## config.mk

```make
export PLATFORM = sky130hd
export DESIGN_NAME = dice_roll_engine
export DESIGN_NICKNAME = d
export VERILOG_FILES = /design/src/rtl/dice_roll_engine.sv
export SDC_FILE = /design/constraint.sdc
export NUM_CORES = 1
export LEC_CHECK = 0
export BUFFER_PORTS_ARGS = -buffer_cell sky130_fd_sc_hd__buf_2
export CORE_MARGIN = 4
export CORE_UTILIZATION = 55
export CTS_BUF_LIST = sky130_fd_sc_hd__clkbuf_4 sky130_fd_sc_hd__clkbuf_8
export CTS_CLUSTER_DIAMETER = 40
export CTS_CLUSTER_SIZE = 25
export DETAILED_ROUTE_END_ITERATION = 16
export PLACE_DENSITY_LB_ADDON = 0.25
export SETUP_SLACK_MARGIN = 0.5
export SYNTH_ARGS = -nofsm -noshare
export SYNTH_HDL_FRONTEND = slang
export SYNTH_SLANG_ARGS = --single-unit
```

## constraint.sdc

```tcl
create_clock -name clk -period 2.3 [get_ports clk]
set_input_delay 0.23 -clock clk [delete_from_list [all_inputs] [get_ports clk]]
set_output_delay 0.23 -clock clk [all_outputs]
set_load 0.005 [all_outputs]
```

## src/rtl/dice_roll_engine.sv

```systemverilog
// Parametrised dice roller: NUM_DICE dice of FACES faces from an LFSR or an external bus,
// with per-die values, sum, doubles/err flags, a saturating running total and a valid/ready output.
module dice_roll_engine #(
  parameter int          NUM_DICE  = 2,
  parameter int          FACES     = 6,
  parameter int          DIE_W     = 3,
  parameter int          SUM_W     = 4,
  parameter int          TOT_W     = 8,
  parameter logic [15:0] LFSR_SEED = 16'hACE1
) (
  input  logic                      clk,
  input  logic                      rst,
  input  logic                      start,
  input  logic                      mode_ext,
  input  logic [NUM_DICE*DIE_W-1:0] die_in,
  input  logic                      total_clr,
  input  logic                      out_ready,
  output logic                      busy,
  output logic                      out_valid,
  output logic [NUM_DICE*DIE_W-1:0] dice_out,
  output logic [SUM_W-1:0]          sum,
  output logic                      doubles,
  output logic                      err,
  output logic [TOT_W-1:0]          total,
  output logic                      overflow
);

  localparam int IDX_W = $clog2(NUM_DICE + 1);
  localparam int ACC_W = ((TOT_W > SUM_W) ? TOT_W : SUM_W) + 1;
  localparam logic [ACC_W-1:0] TOT_MAX = {{(ACC_W-TOT_W){1'b0}}, {TOT_W{1'b1}}};

  typedef enum logic [1:0] {
    IDLE = 2'd0,
    ROLL = 2'd1,
    DONE = 2'd2
  } state_t;

  state_t                    state_r;
  logic [15:0]               lfsr_r;
  logic [IDX_W-1:0]          idx_r;
  logic                      mode_r;
  logic [NUM_DICE*DIE_W-1:0] ext_r;
  logic [NUM_DICE*DIE_W-1:0] dice_r;
  logic [SUM_W-1:0]          sum_r;
  logic                      doubles_r;
  logic                      err_r;
  logic [TOT_W-1:0]          total_r;
  logic                      overflow_r;
  logic                      busy_r;
  logic                      valid_r;

  logic [DIE_W-1:0]          ext_sel_s;
  logic [DIE_W-1:0]          cand_s;
  logic                      cand_ok_s;
  logic                      all_eq_s;
  logic [ACC_W-1:0]          acc_s;

  function automatic logic die_legal(input logic [DIE_W-1:0] v);
    return (v != {DIE_W{1'b0}}) && (v <= DIE_W'(FACES));
  endfunction

  // Select the candidate die for this cycle and evaluate the doubles/total arithmetic
  always_comb begin
    ext_sel_s = DIE_W'(ext_r >> (32'(idx_r) * DIE_W));
    if (mode_r) begin
      cand_s = ext_sel_s;
    end else begin
      cand_s = lfsr_r[DIE_W-1:0];
    end
    cand_ok_s = die_legal(cand_s);
    all_eq_s  = 1'b1;
    for (int i = 1; i < NUM_DICE; i++) begin
      all_eq_s = all_eq_s & (dice_r[i*DIE_W +: DIE_W] == dice_r[DIE_W-1:0]);
    end
    acc_s = ACC_W'(total_r) + ACC_W'(sum_r);
  end

  // Roll sequencer, LFSR and running total
  always_ff @(posedge clk or posedge rst) begin
    if (rst) begin
      state_r    <= IDLE;
      lfsr_r     <= LFSR_SEED;
      idx_r      <= {IDX_W{1'b0}};
      mode_r     <= 1'b0;
      ext_r      <= {(NUM_DICE*DIE_W){1'b0}};
      dice_r     <= {(NUM_DICE*DIE_W){1'b0}};
      sum_r      <= {SUM_W{1'b0}};
      doubles_r  <= 1'b0;
      err_r      <= 1'b0;
      total_r    <= {TOT_W{1'b0}};
      overflow_r <= 1'b0;
      busy_r     <= 1'b0;
      valid_r    <= 1'b0;
    end else begin
      lfsr_r <= {lfsr_r[14:0], lfsr_r[15] ^ lfsr_r[13] ^ lfsr_r[12] ^ lfsr_r[10]};
      case (state_r)
        IDLE: begin
          if (start) begin
            mode_r    <= mode_ext;
            ext_r     <= die_in;
            sum_r     <= {SUM_W{1'b0}};
            err_r     <= 1'b0;
            doubles_r <= 1'b0;
            idx_r     <= {IDX_W{1'b0}};
            busy_r    <= 1'b1;
            state_r   <= ROLL;
          end
        end
        ROLL: begin
          if (idx_r == IDX_W'(NUM_DICE)) begin
            doubles_r <= all_eq_s;
            valid_r   <= 1'b1;
            state_r   <= DONE;
          end else if (mode_r || cand_ok_s) begin
            // External values are taken as-is; illegal ones only raise err
            for (int i = 0; i < NUM_DICE; i++) begin
              if (idx_r == IDX_W'(i)) begin
                dice_r[i*DIE_W +: DIE_W] <= cand_s;
              end
            end
            sum_r <= sum_r + SUM_W'(cand_s);
            idx_r <= idx_r + IDX_W'(1);
            if (!cand_ok_s) begin
              err_r <= 1'b1;
            end
          end
        end
        DONE: begin
          if (out_ready) begin
            valid_r <= 1'b0;
            busy_r  <= 1'b0;
            state_r <= IDLE;
          end
        end
        default: begin
          valid_r <= 1'b0;
          busy_r  <= 1'b0;
          state_r <= IDLE;
        end
      endcase

      // Clear beats a coincident handshake, discarding that roll's sum
      if (total_clr) begin
        total_r    <= {TOT_W{1'b0}};
        overflow_r <= 1'b0;
      end else if ((state_r == DONE) && out_ready && !err_r) begin
        if (acc_s > TOT_MAX) begin
          total_r    <= {TOT_W{1'b1}};
          overflow_r <= 1'b1;
        end else begin
          total_r <= acc_s[TOT_W-1:0];
        end
      end
    end
  end

  assign busy      = busy_r;
  assign out_valid = valid_r;
  assign dice_out  = dice_r;
  assign sum       = sum_r;
  assign doubles   = doubles_r;
  assign err       = err_r;
  assign total     = total_r;
  assign overflow  = overflow_r;

endmodule

```

==> Word level (Yosys, flattened, before mapping) <==
Cells that the tools add are included.
{ "totals": {"inputBits": 12, "wordCells": 90, "ff_bits": 50, "output_inout_bits": 23} }
{ "classes": {"multipliers": 1, "muxes": 31, "shifts": 1, "n_reduce_logical": 21, "magnitude_cmp": 2, "eq_ne": 11, "n_bitwise": 6, "n_addsub": 3} }
{ "ops": {"columns": ["cell", "count"], "rows": [
  ["$mux 8", 3],
  ["$mux 2", 6],
  ["$mux 4", 3],
  ["$ne 2x2->1 const B", 6],
  ["$reduce_and 3->1", 4],
  ["$reduce_and 4->1", 3],
  ["$mux 1", 11],
  ["$add 8x4->9", 1],
  ["$gt 9x8->1 const B", 1],
  ["$pmux 4 s2", 1],
  ["$pmux 1 s3", 2],
  ["$pmux 2 s3", 1],
  ["$reduce_bool 2->1", 3],
  ["$shr 6x4->3", 1],
  ["$reduce_and 5->1", 1],
  ["$add 4x3->4", 1],
  ["$eq 2x1->1 const B", 2],
  ["$eq 2x2->1 const B", 2],
  ["$logic_not 2->1", 2],
  ["$mul 2x2->4 const B", 1],
  ["$pmux 1 s2", 2],
  ["$pmux 2 s2", 1],
  ["$reduce_and 2->1", 2],
  ["$eq 3x3->1", 1],
  ["other kinds (9)", 15]
]} }

==> Logic depth before layout (Yosys ltp) <==
Gate-level depths: netlist (run 1).
{ "depth": {"ltp_word": 9, "depth_mapped": 9, "depth_no_buf": 8} }

==> Worst setup path after synthesis (run 1) <==
OpenSTA, ideal clock, no wires.
{ "synth_timing": {"path_kind": "register -> register", "startpoint": "reg idx_r[0]", "endpoint": "reg sum_r[3] (netlist: sum[3])", "arrival_time_ns": 1.771, "setup_slack_ns": 0.397, "n_path_buf": 1, "stages_incl_launch_ff": 10, "synth_period_minus_slack_ns": 1.903, "path_cell_list": "dfrtp_1 buf_2 mux2i_1 o22ai_1 ha_1 a21o_1 a21oi_1 nor3_1 xnor2_1 nor2_1"} }
{ "synth_between": {"elab_chain_cells": 8, "word_cells_on_any_way": 15, "classes_between": "1 x add/sub; 1 x mul; 1 x order compare; 3 x eq/ne; 1 x shift; 4 x mux; 4 x reduce/logical"} }
{ "synth_rtl": {"columns": ["element", "line", "source"], "rows": [
  ["start: declaration", "40", "logic [IDX_W-1:0] idx_r;"],
  ["start signal: assignment", "83", "idx_r <= {IDX_W{1'b0}};"],
  ["start signal: assignment", "104", "idx_r <= {IDX_W{1'b0}};"],
  ["start signal: assignment", "122", "idx_r <= idx_r + IDX_W'(1);"],
  ["$mul 2x2->4 (*)", "64", "ext_sel_s = DIE_W'(ext_r >> (32'(idx_r) * DIE_W));"],
  ["$shr 6x4->3 (*)", "64", null],
  ["$mux 3 (*)", "65", "if (mode_r) begin"],
  ["via cand_s[1]", "53", "logic [DIE_W-1:0] cand_s;"],
  ["branches (longest 5 deep; another with $add 4x3->4)", null, null],
  ["end signal: assignment", "87", "sum_r <= {SUM_W{1'b0}};"],
  ["end signal: assignment", "101", "sum_r <= {SUM_W{1'b0}};"],
  ["end signal: assignment", "121", "sum_r <= sum_r + SUM_W'(cand_s);"],
  ["end: declaration", "44", "logic [SUM_W-1:0] sum_r;"]
]} }
Mark *: on every way through the listed nets, which the timed path passes. The select of a mux whose other input is x is not followed.
A chain may end at the register's enable or synchronous reset.

==> Worst setup path in the final report (run 1) <==
Ends and elaborated chain as after synthesis.

==> key figures, run 1 <==
Place
  • Port Buffers: 34
  • Setup slack after placement: 0.2875 ns
  • Detailed placement HPWL: 3344 um
  • Routability Congestion: 0.8175

Detailed routing
  • DR DRC count: 0
  • WL final: 4870 um
  • Drt pass-1 iters: 4
  • Post-DR wirelength/cell: 15.81 um
  • Vias per cell: 5.578
  • Vias: 1718
  • Iter 0 DRT Violations: 78
  • Post-route ant nets: 0

Finish
  • Post-layout nets: 281
  • Layout area overhead: 22.72%
  • Most frequent cells in the layout: 39 x dfrtp_1, 34 x buf_2, 30 x nand2_1
  • Most common cell after layout, fill and taps aside: dfrtp_1
  • FF/Latch Area: 1265 sq um
  • Multi-input logic area: 1150 sq um
  • Layout cells sized above 1: 42.64%
  • FILL cells: 313
  • Inserted Diodes: 0

Timing
  • RSZ-0062 raised after global routing: true
  • Hold WS: -0.01448 ns
  • Final setup viols: 0
  • Final hold violations: 15
  • Worst slew margin: 59.26%
  • Fin crit share: 79.91%
  • Slew Limit Fails: 0
  • Final worst setup slack: 0.4620 ns
  • Final setup TNS: 0 ns
  • Achievable frequency: 544.1 MHz
  • Fin crit period: 1.838 ns
  • Final Skew: 0.007113 ns
  • Worst Max-Slew Pin Slew: 0.6102 ns

Power
  • Logic gate share of total power: 39.4%
  • Power per cell area: 1088 nW/um^2
  • Clock network power share: 19.6%
  • Psw: 1.139 mW
  • Switching power as a share of total power: 35.85%
  • Max IR drop VDD: 738.8 uV
  • Pleak: 1.423 nW
  • Tot Pwr: 3.176 mW
  • P_int: 2.038 mW
  • Sequential Power Share: 41.0%

Die
  • CORE AREA: 4086 sq um
  • Boundary pin count: 35
  • Die outline height: 73.76 um
  • Die footprint: 5441 sq um
  • DIE WIDTH: 73.76 um
  • Starting Density: 58.21%
  • Row count: 23

CTS
  • # H-tree levels: 2
  • CTS clk-pin slew, worst paths: 0.09 ns
  • Post-CTS Hold Buffers: 0
  • Num CTS Buffers: 5
  • Skew-Pair Late Insertion Delay: 0.31 ns
  • Clock Tree Root: clkbuf_8
  • CTS tree: built
  • CTS Sinks: 50
  • Longest Clk Path Bufs: 2

Global routing
  • Most used routing layer: met2
  • Total grt overflow: 0
  • Met2 Track Usage GR: 31.99%
  • First-pass GRT wire length: 8211 um
  • Pin count of the biggest net entering global routing: 32
  • GR Util met3: 3.830%
  • Vias in the first global route: 1795
  • GR Util met1: 26.63%
  • Initial antenna violation count: 0
  • GRT Util Overall: 19.94%

Critical path
  • CP Class: register to register
  • Critical Path Max Stage Delay: 0.46 ns
  • Slowest-stage cell, CP: dfrtp_2
  • CP Cell Sequence: mux2i_4 > o22ai_4 > ha_1 > a21o_1 > a21oi_2 > nor3_2 > xnor2_1 > nor2_1
  • Setup crit end kind: register
  • Crit path DAT: 2.04 ns
  • Startpoint Class: register
  • Critical path's top delay family: flip-flops
  • Worst-path fanout max: 6
  • Worst EP required: 2.50 ns
  • Crit path buf inv count: 0

Logic synthesis
  • Synth cell types: 43
  • Post-synth ARST share: 100.0%
  • Post-Syn Area per Cell: 11.44 sq um
  • Syn Inst Count: 208
  • Post-Synthesis Cell Area: 2379 sq um
  • Flip-flop and latch count after synthesis: 50
  • Post-synth EDFFs: 0
  • Synth warnings: 0
  • Sequential area share after synthesis: 53.02%
  • Syn_nets: 232
  • Dominant synthesized flop cell: dfrtp_1

Status
  • Status: complete, but fails checks
  • Failing checks: hold timing

Run
  • Max-Cap Viols: 0

Worst hold path
  • HP Class: primary input to asynchronous set/reset pin
## worst paths after layout
| path | endpoint | depth (start not counted) | slack (ns) | from |
|---|---|---|---|---|
| min in group clk | ext_r[3] | 3 | 0.10 | die_in[3] |
| max in group asynchronous | lfsr_r[0] | 3 | 1.65 | rst |
| max reg2reg | sum[3] | 8 | 0.46 | idx_r[0] |
| max | sum[3] | 8 | 0.46 | idx_r[0] |
| min | lfsr_r[12] | 2 | -0.01 | rst |
| min reg2reg | lfsr_r[9] | 0 | 0.36 | lfsr_r[8] |
## per-layer routing
metal	vias to the layer above	part of all wire [%]
met5	-	0
met2	49	48
met4	0	1.4
li1	806	-
met3	8	5.9
met1	855	45
## synth_stat cells (all sizes together) (2+ instances only)
cell type	n	share of area, %
dfrtp	42	44
nor3	3	1.1
nand2	30	4.7
mux2i	6	2.5
clkbuf	3	0.47
a21o	3	0.95
nand2b	2	0.84
nor2b	3	0.79
nor2	8	1.3
dfstp	8	8.8
xor2	4	1.5
nor3b	2	1.1
nand3	11	2.8
o31ai	2	0.63
mux2	6	3.8
inv	12	1.9
o22ai	5	1.3
fa	2	1.7
ha	10	5.3
buf	4	0.84
a21oi	4	1.0
o21a	2	0.95
and3	4	1.5
or3	2	0.53
xnor2	8	2.9
o21ai	15	4.3
## area by class of cell
cell class,count,share of cell area (%)
clock inverters,2,1.286
multi-input cells,139,39.39
clock buffers,6,2.615
inverters,12,1.543
repair buffers,49,9.687
well taps,50,2.143
flip-flops and latches,50,43.33
## worst register-to-register path, cell delays in order (launching register included)
cell     delay (ns)
dfrtp_2        0.46
mux2i_4        0.29
o22ai_4        0.10
ha_1           0.28
a21o_1         0.17
a21oi_2        0.16
nor3_2         0.07
xnor2_1        0.15
nor2_1         0.05
## logic make-up (layout without fill, tap and decap cells)
logic type	count (synthesis)	in the layout	share of synthesized area, %
flip-flops	50	50	53.02
adder cells (fa/ha/maj)	12	12	6.944
AO/OA/AOI/OAI	35	35	10.52
buffers and inverters	19	69	3.209
multiplexers	12	12	6.313
AND/OR/NAND/NOR	68	68	15.57
XOR/XNOR	12	12	4.419
## state kept, by name, indices dropped and copies added, names as in the netlist
register and cells:
mode_r 1, overflow 1, busy 1, dice_out 6, lfsr_r 16, doubles 1
sum 4, total 8, state_r 2, ext_r 6, err 1, out_valid 1
idx_r 2
## power by group through the flow
| stage | Clock [mW] | Sequential (mW) | Combinational, mW |
|---|---|---|---|
| 6_report | 0.623 | 1.30 | 1.25 |
| 5_1_grt | 0.664 | 1.33 | 1.38 |
| 4_1_cts | 0.635 | 1.30 | 1.18 |
| 3_5_place_dp | 0 | 1.29 | 0.997 |
| 3_3_place_gp | 0 | 1.27 | 0.960 |
| 2_1_floorplan | 0 | 1.22 | 0.718 |
## stage by stage
| step | instance area [sq um] | hold slack, ns | cells | utilization, % |
|---|---|---|---|---|
| 6_report | 2919 | -0.01448 | 308 | 71.43 |
| 5_1_grt | 2919 | 0.03972 | 308 | 71.43 |
| 4_1_cts | 2887 | 0.01515 | 308 | 70.64 |
| 3_5_place_dp | 2631 | 0.3373 | 291 | 64.39 |
| 3_3_place_gp | 2631 | 0.3360 | 291 | 64.39 |
| 2_1_floorplan | 2385 | 0.3312 | 208 | - |
## timing repair
action	CTS	global route
resized for setup	16	7
pin swaps	9	6
buffers inserted	9	0
setup endpoints to repair	11	20
No activity file was read; power rests on OpenSTA's default activity.
==> run 2, diff against run 1 <==
==> constraint.sdc (replaced) <==
create_clock -name clk -period 1.9 [get_ports clk]
set_input_delay 0.19 -clock clk [delete_from_list [all_inputs] [get_ports clk]]
set_output_delay 0.19 -clock clk [all_outputs]
set_load 0.005 [all_outputs]
==> key figures, run 2 (synthesis results as in run 1) <==
Status
  • Status: completed

Die
  • DIE WIDTH: 73.76 um (unchanged)
  • Row count: 23 (unchanged)
  • Die outline height: 73.76 um (unchanged)
  • CORE AREA: 4086 sq um (unchanged)
  • Die footprint: 5441 sq um (unchanged)
  • Starting Density: 58.21% (unchanged)
  • Boundary pin count: 35 (unchanged)

Finish
  • Final core occ: 76.00% (+4.6 points)
  • Top reg by flops: lfsr_r
  • Inserted Diodes: 0 (unchanged)
  • Fin area: 3105 sq um (+6.4%)
  • Layout area overhead: 30.56%
  • Post-layout nets: 296 (+5.3%)
  • Layout Cells excl Fill: 323 (+4.9%)
  • Max reg flops: 16 (unchanged)
  • Most common cell after layout, fill and taps aside: dfrtp_1
  • Layout cells sized above 1: 48.35% (+5.7 points)
  • Most frequent cells in the layout: 38 x dfrtp_1, 34 x buf_2, 30 x nand2_1

Timing
  • Achievable frequency: 546.2 MHz (+0.39%)
  • RSZ-0062 raised after global routing: true
  • Final setup viols: 0 (unchanged)
  • Worst Max-Slew Pin Slew: 0.5191 ns (-0.09107 ns)
  • Final hold violations: 0 (-15)
  • Worst slew margin: 65.34% (+6.1 points)
  • Slew Limit Fails: 0 (unchanged)
  • Fin crit period: 1.831 ns (-0.007130 ns)
  • Fin crit share: 96.36% (+16 points)
  • Final Skew: 0.008630 ns (+0.001518 ns)

Run
  • Max-Cap Viols: 0 (unchanged)

Critical path
  • CP Depth: 8 (unchanged)
  • Worst-path fanout max: 5 (-1)
  • CP Class: register to register
  • Slowest-stage cell, CP: dfrtp_2
  • Reg2reg path depth: 8 (unchanged)
  • Worst EP required: 2.10 ns (-0.40 ns)
  • Setup crit end kind: register
  • Critical path's top delay family: compound AO/OA/AOI/OAI gates
  • Critical Path Max Stage Delay: 0.45 ns (about the same)
  • CP Cell Sequence: buf_4 > o22ai_2 > ha_1 > a21o_1 > a21oi_2 > nor3_2 > xnor2_1 > nor2_1
  • Crit path buf inv count: 1 (+1)
  • Startpoint Class: register
  • Crit path DAT: 2.03 ns (about the same)
  • Reg2reg setup slack: 0.07 ns (-0.39 ns)

CTS
  • Clock Tree Root: clkbuf_8
  • Num CTS Buffers: 5 (unchanged)
  • CTS Sinks: 50 (unchanged)
  • Longest Clk Path Bufs: 2 (unchanged)
  • CTS clk-pin slew, worst paths: 0.09 ns (about the same)
  • CTS tree: built
  • Skew-Pair Late Insertion Delay: 0.31 ns (about the same)
  • # H-tree levels: 2 (unchanged)

Place
  • Routability Congestion: 0.7887 (-3.5%)
  • Cells after DPL: 297 (+2.1%)
  • Dpl cell area: 2700 sq um (+2.6%)
  • Detailed placement HPWL: 3379 um (+1.0%)
  • Port Buffers: 34 (unchanged)

Power
  • Clock network power share: 19.0% (-0.6 points)
  • Pleak: 1.507 nW (+5.9%)
  • Power per cell area: 1319 nW/um^2 (+21%)
  • Psw: 1.463 mW (+29%)
  • Sequential Power Share: 37.7% (-3.3 points)
  • Max IR drop VDD: 752.1 uV (+1.8%)
  • Switching power as a share of total power: 35.71% (-0.13 points)
  • P_int: 2.634 mW (+29%)
  • Logic gate share of total power: 43.2% (+3.8 points)

Global routing
  • Vias in the first global route: 1766 (-1.6%)
  • Total grt overflow: 0 (unchanged)
  • First-pass GRT wire length: 8873 um (+8.1%)
  • GRT Util Overall: 21.47% (+1.5 points)
  • Pin count of the biggest net entering global routing: 25 (-22%)
  • Initial antenna violation count: 0 (unchanged)

Detailed routing
  • Drt pass-1 iters: 4 (unchanged)
  • Post-DR wirelength/cell: 16.88 um (+6.7%)
  • Vias: 1755 (+2.2%)
  • WL final: 5451 um (+12%)
  • Post-route ant nets: 0 (unchanged)
  • DR DRC count: 0 (unchanged)
  • Iter 0 DRT Violations: 63 (-19%)
  • Vias per cell: 5.433 (-2.6%)

Worst hold path
  • HP Class: primary input to register
  • Hold Crit Depth: 3
[run 2: power groups by stage]
stage | Combinational, mW | Sequential [mW] | Clock (mW)
after global routing | 1.94 | 1.58 | 0.839
after CTS | 1.63 | 1.53 | 0.797
final | 1.77 | 1.55 | 0.780
after detailed placement | 1.28 | 1.53 | 0
after floorplan | 0.901 | 1.49 | 0
after global placement | 1.24 | 1.53 | 0
[run 2: cell type report]
cell class              count  area, sq um
flip-flops and latches     50         1266
multi-input cells         139         1189
fillers                   265        980.9
repair buffers             64        424.2
clock buffers               5        68.82
well taps                  50        62.56
clock inverters             3        47.55
inverters                  12        47.55
[run 2: per-layer routing]
metal,track usage [%],up-vias,wire [um]
li1,-,835,-
met3,3.283,12,222
met5,0,-,0
met4,7.445,0,98
met1,30.59,864,2522
met2,33.37,44,2607
[run 2: per-stage QoR]
step / hold slack (ns) / power, mW / setup TNS [ns] / worst slack, ns
2_1_floorplan: 0.2954 / 2.386 / 0 / 0.1658
5_1_grt: 0.07288 / 4.359 / -0.004136 / -0.004136
4_1_cts: 0.06401 / 3.959 / 0 / 0.1366
6_report: 0.06893 / 4.097 / 0 / 0.06913
3_5_place_dp: 0.2545 / 2.808 / 0 / 0.04456
3_3_place_gp: 0.2563 / 2.769 / 0 / 0.04066
[run 2: final timing paths]
check,start,endpoint
worst max-delay path,mode_r,sum[3]
worst min-delay path,die_in[1],ext_r[1]
worst max register to register,mode_r,sum[3]
worst min register to register,lfsr_r[9],lfsr_r[10]
max in group asynchronous,rst,lfsr_r[5]
min in group asynchronous,rst,idx_r[1]
[run 2: worst reg2reg max path, stage by stage (launching register included)]
cell and delay [ns]:
dfrtp_2 0.45, buf_4 0.18, o22ai_2 0.21, ha_1 0.26
a21o_1 0.19, a21oi_2 0.18, nor3_2 0.06, xnor2_1 0.15
nor2_1 0.05
[run 2: timing repair]
| action | in CTS | in global routing |
|---|---|---|
| endpoints found under the setup margin | 24 | 24 |
| setup buffers | 14 | 2 |
| pin swaps | 15 | 4 |
| resized for setup | 24 | 11 |
| cloned | 1 | 0 |
| hold buffers | 1 | 0 |
| endpoints found under the hold margin | 21 | 0 |
==> run 3, diff against run 2 <==
--- a/config.mk
+++ b/config.mk
@@ -13,6 +13,7 @@
 export CTS_CLUSTER_SIZE = 25
 export DETAILED_ROUTE_END_ITERATION = 16
 export PLACE_DENSITY_LB_ADDON = 0.25
+export REMOVE_ABC_BUFFERS = 1
 export SETUP_SLACK_MARGIN = 0.5
 export SYNTH_ARGS = -nofsm -noshare
 export SYNTH_HDL_FRONTEND = slang
==> key figures, run 3 (synthesis results as in run 1) <==
Status
  • Status: completed

CTS
  • CTS tree: built
  • Longest Clk Path Bufs: 2 (unchanged)
  • Clock Tree Root: clkbuf_8
  • Num CTS Buffers: 5 (unchanged)
  • # H-tree levels: 2 (unchanged)
  • CTS clk-pin slew, worst paths: 0.09 ns (about the same)
  • CTS Sinks: 50 (unchanged)
  • Skew-Pair Late Insertion Delay: 0.31 ns (about the same)

Critical path
  • Setup crit end: sum[3]
  • Worst EP required: 2.11 ns (about the same)
  • Critical Path Max Stage Delay: 0.44 ns (about the same)
  • Slowest-stage cell, CP: dfrtp_2
  • FF-to-FF Start: idx_r[0]
  • Reg2reg setup slack: 0.12 ns (+0.05 ns)
  • Worst-path fanout max: 4 (-1)
  • R2r endpoint: sum[3]
  • Setup crit end kind: register
  • Crit path from: idx_r[0]
  • Crit path buf inv count: 0 (-1)
  • CP Depth: 8 (unchanged)
  • Crit path DAT: 1.99 ns (-0.04 ns)
  • Reg2reg path depth: 8 (unchanged)
  • CP Cell Sequence: mux2i_2 > o22ai_2 > ha_1 > a21o_1 > a21oi_2 > nor3_2 > xnor2_1 > nor2_1
  • Critical path's top delay family: compound AO/OA/AOI/OAI gates
  • CP Class: register to register
  • Startpoint Class: register

Global routing
  • Pin count of the biggest net entering global routing: 29 (+16%)
  • First-pass GRT wire length: 8928 um (+0.62%)
  • GRT Util Overall: 21.94% (+0.46 points)
  • Total grt overflow: 0 (unchanged)
  • Vias in the first global route: 1850 (+4.8%)
  • Initial antenna violation count: 0 (unchanged)

Finish
  • Most frequent cells in the layout: 40 x dfrtp_1, 34 x buf_2, 31 x buf_4
  • Inserted Diodes: 0 (unchanged)
  • Layout area overhead: 30.25%
  • Post-layout nets: 302 (+2.0%)
  • Most common cell after layout, fill and taps aside: dfrtp_1
  • Fin area: 3098 sq um (-0.24%)
  • Max reg flops: 16 (unchanged)
  • Layout Cells excl Fill: 329 (+1.9%)
  • Layout cells sized above 1: 49.10% (+0.75 points)
  • Final core occ: 75.81% (-0.18 points)
  • Top reg by flops: lfsr_r

Timing
  • Final setup viols: 0 (unchanged)
  • Fin crit period: 1.778 ns (-0.05270 ns)
  • Worst slew margin: 59.14% (-6.2 points)
  • Achievable frequency: 562.4 MHz (+3.0%)
  • Final setup TNS: 0 ns (unchanged)
  • Fin crit share: 93.59% (-2.8 points)
  • RSZ-0062 raised after global routing: true
  • Final hold violations: 0 (unchanged)
  • Final Skew: 0.005176 ns (-0.003454 ns)
  • Slew Limit Fails: 0 (unchanged)
  • Worst Max-Slew Pin Slew: 0.6120 ns (+0.09292 ns)

Detailed routing
  • Post-route ant nets: 0 (unchanged)
  • Post-DR wirelength/cell: 16.64 um (-1.4%)
  • DR DRC count: 0 (unchanged)
  • Drt pass-1 iters: 4 (unchanged)
  • WL final: 5476 um (+0.46%)
  • Vias per cell: 5.447 (+0.25%)
  • Vias: 1792 (+2.1%)
  • Iter 0 DRT Violations: 99 (+57%)

Die
  • Boundary pin count: 35 (unchanged)
  • Starting Density: 58.21% (unchanged)
  • CORE AREA: 4086 sq um (unchanged)
  • Die outline height: 73.76 um (unchanged)
  • DIE WIDTH: 73.76 um (unchanged)
  • Die footprint: 5441 sq um (unchanged)
  • Row count: 23 (unchanged)

Place
  • Cells after DPL: 301 (+1.3%)
  • Routability Congestion: 0.8779 (+11%)
  • Detailed placement HPWL: 3309 um (-2.0%)
  • Dpl cell area: 2713 sq um (+0.46%)
  • Port Buffers: 34 (unchanged)

Run
  • Max-Cap Viols: 0 (unchanged)

Power
  • Pleak: 1.530 nW (+1.5%)
  • Power per cell area: 1287 nW/um^2 (-2.4%)
  • Max IR drop VDD: 701.6 uV (-6.7%)

Worst hold path
  • HP Class: primary input to register
## run 3: worst min-delay path by stage
stage	to	startpoint	cells past startpoint
global placement	total[6]	rst	2
CTS	mode_r	mode_ext	3
detailed placement	total[6]	rst	2
finish	mode_r	mode_ext	3
global route	mode_r	mode_ext	3
floorplan	total[4]	total_clr	1
## run 3: worst min-delay path, stage by stage
cell	delay (ns)
buf_2	0.07
nand2_1	0.04
nand2_1	0.04
## run 3: area by class of cell
type                            instances  area [sq um]
Sequential cell                        50          1264
Timing Repair Buffer                   70         470.5
Multi-Input combinational cell        139          1159
Tap cell                               50         62.56
Clock buffer                            5         68.82
Clock inverter                          3         26.28
Fill cell                             257         988.4
Inverter                               12         47.55
## run 3: timing repair
action | CTS | global route
endpoints found under the setup margin | 22 | 22
gates resized for setup | 24 | 11
buffers inserted | 15 | 4
endpoints found under the hold margin | 21 | 0
pin swaps | 15 | 11
hold buffers | 1 | 0
## run 3: per-stage QoR
stage	worst slack, ns	power, mW	hold slack [ns]
5_1_grt	0.06569	4.225	0.06721
6_report	0.1218	3.987	0.05924
3_5_place_dp	-0.06644	2.849	0.2912
2_1_floorplan	-0.2064	2.294	0.2532
4_1_cts	0.1753	3.808	0.05306
3_3_place_gp	0.03938	2.820	0.2892
## run 3: per-layer routing
metal | GRT usage (%) | vias up | share of wire, %
met5 | 0 | - | 0
met4 | 8.451 | 0 | 2.3
met3 | 4.241 | 14 | 4.1
met2 | 35.24 | 45 | 49
met1 | 29.31 | 881 | 44
li1 | - | 852 | -
## run 3: where the power goes
group | internal, mW | leakage (nW) | switching, mW
Combinational | 0.952 | 0.845 | 0.863
Sequential | 1.29 | 0.636 | 0.217
Clock | 0.271 | 0.0491 | 0.390
Total | 2.52 | 1.53 | 1.47
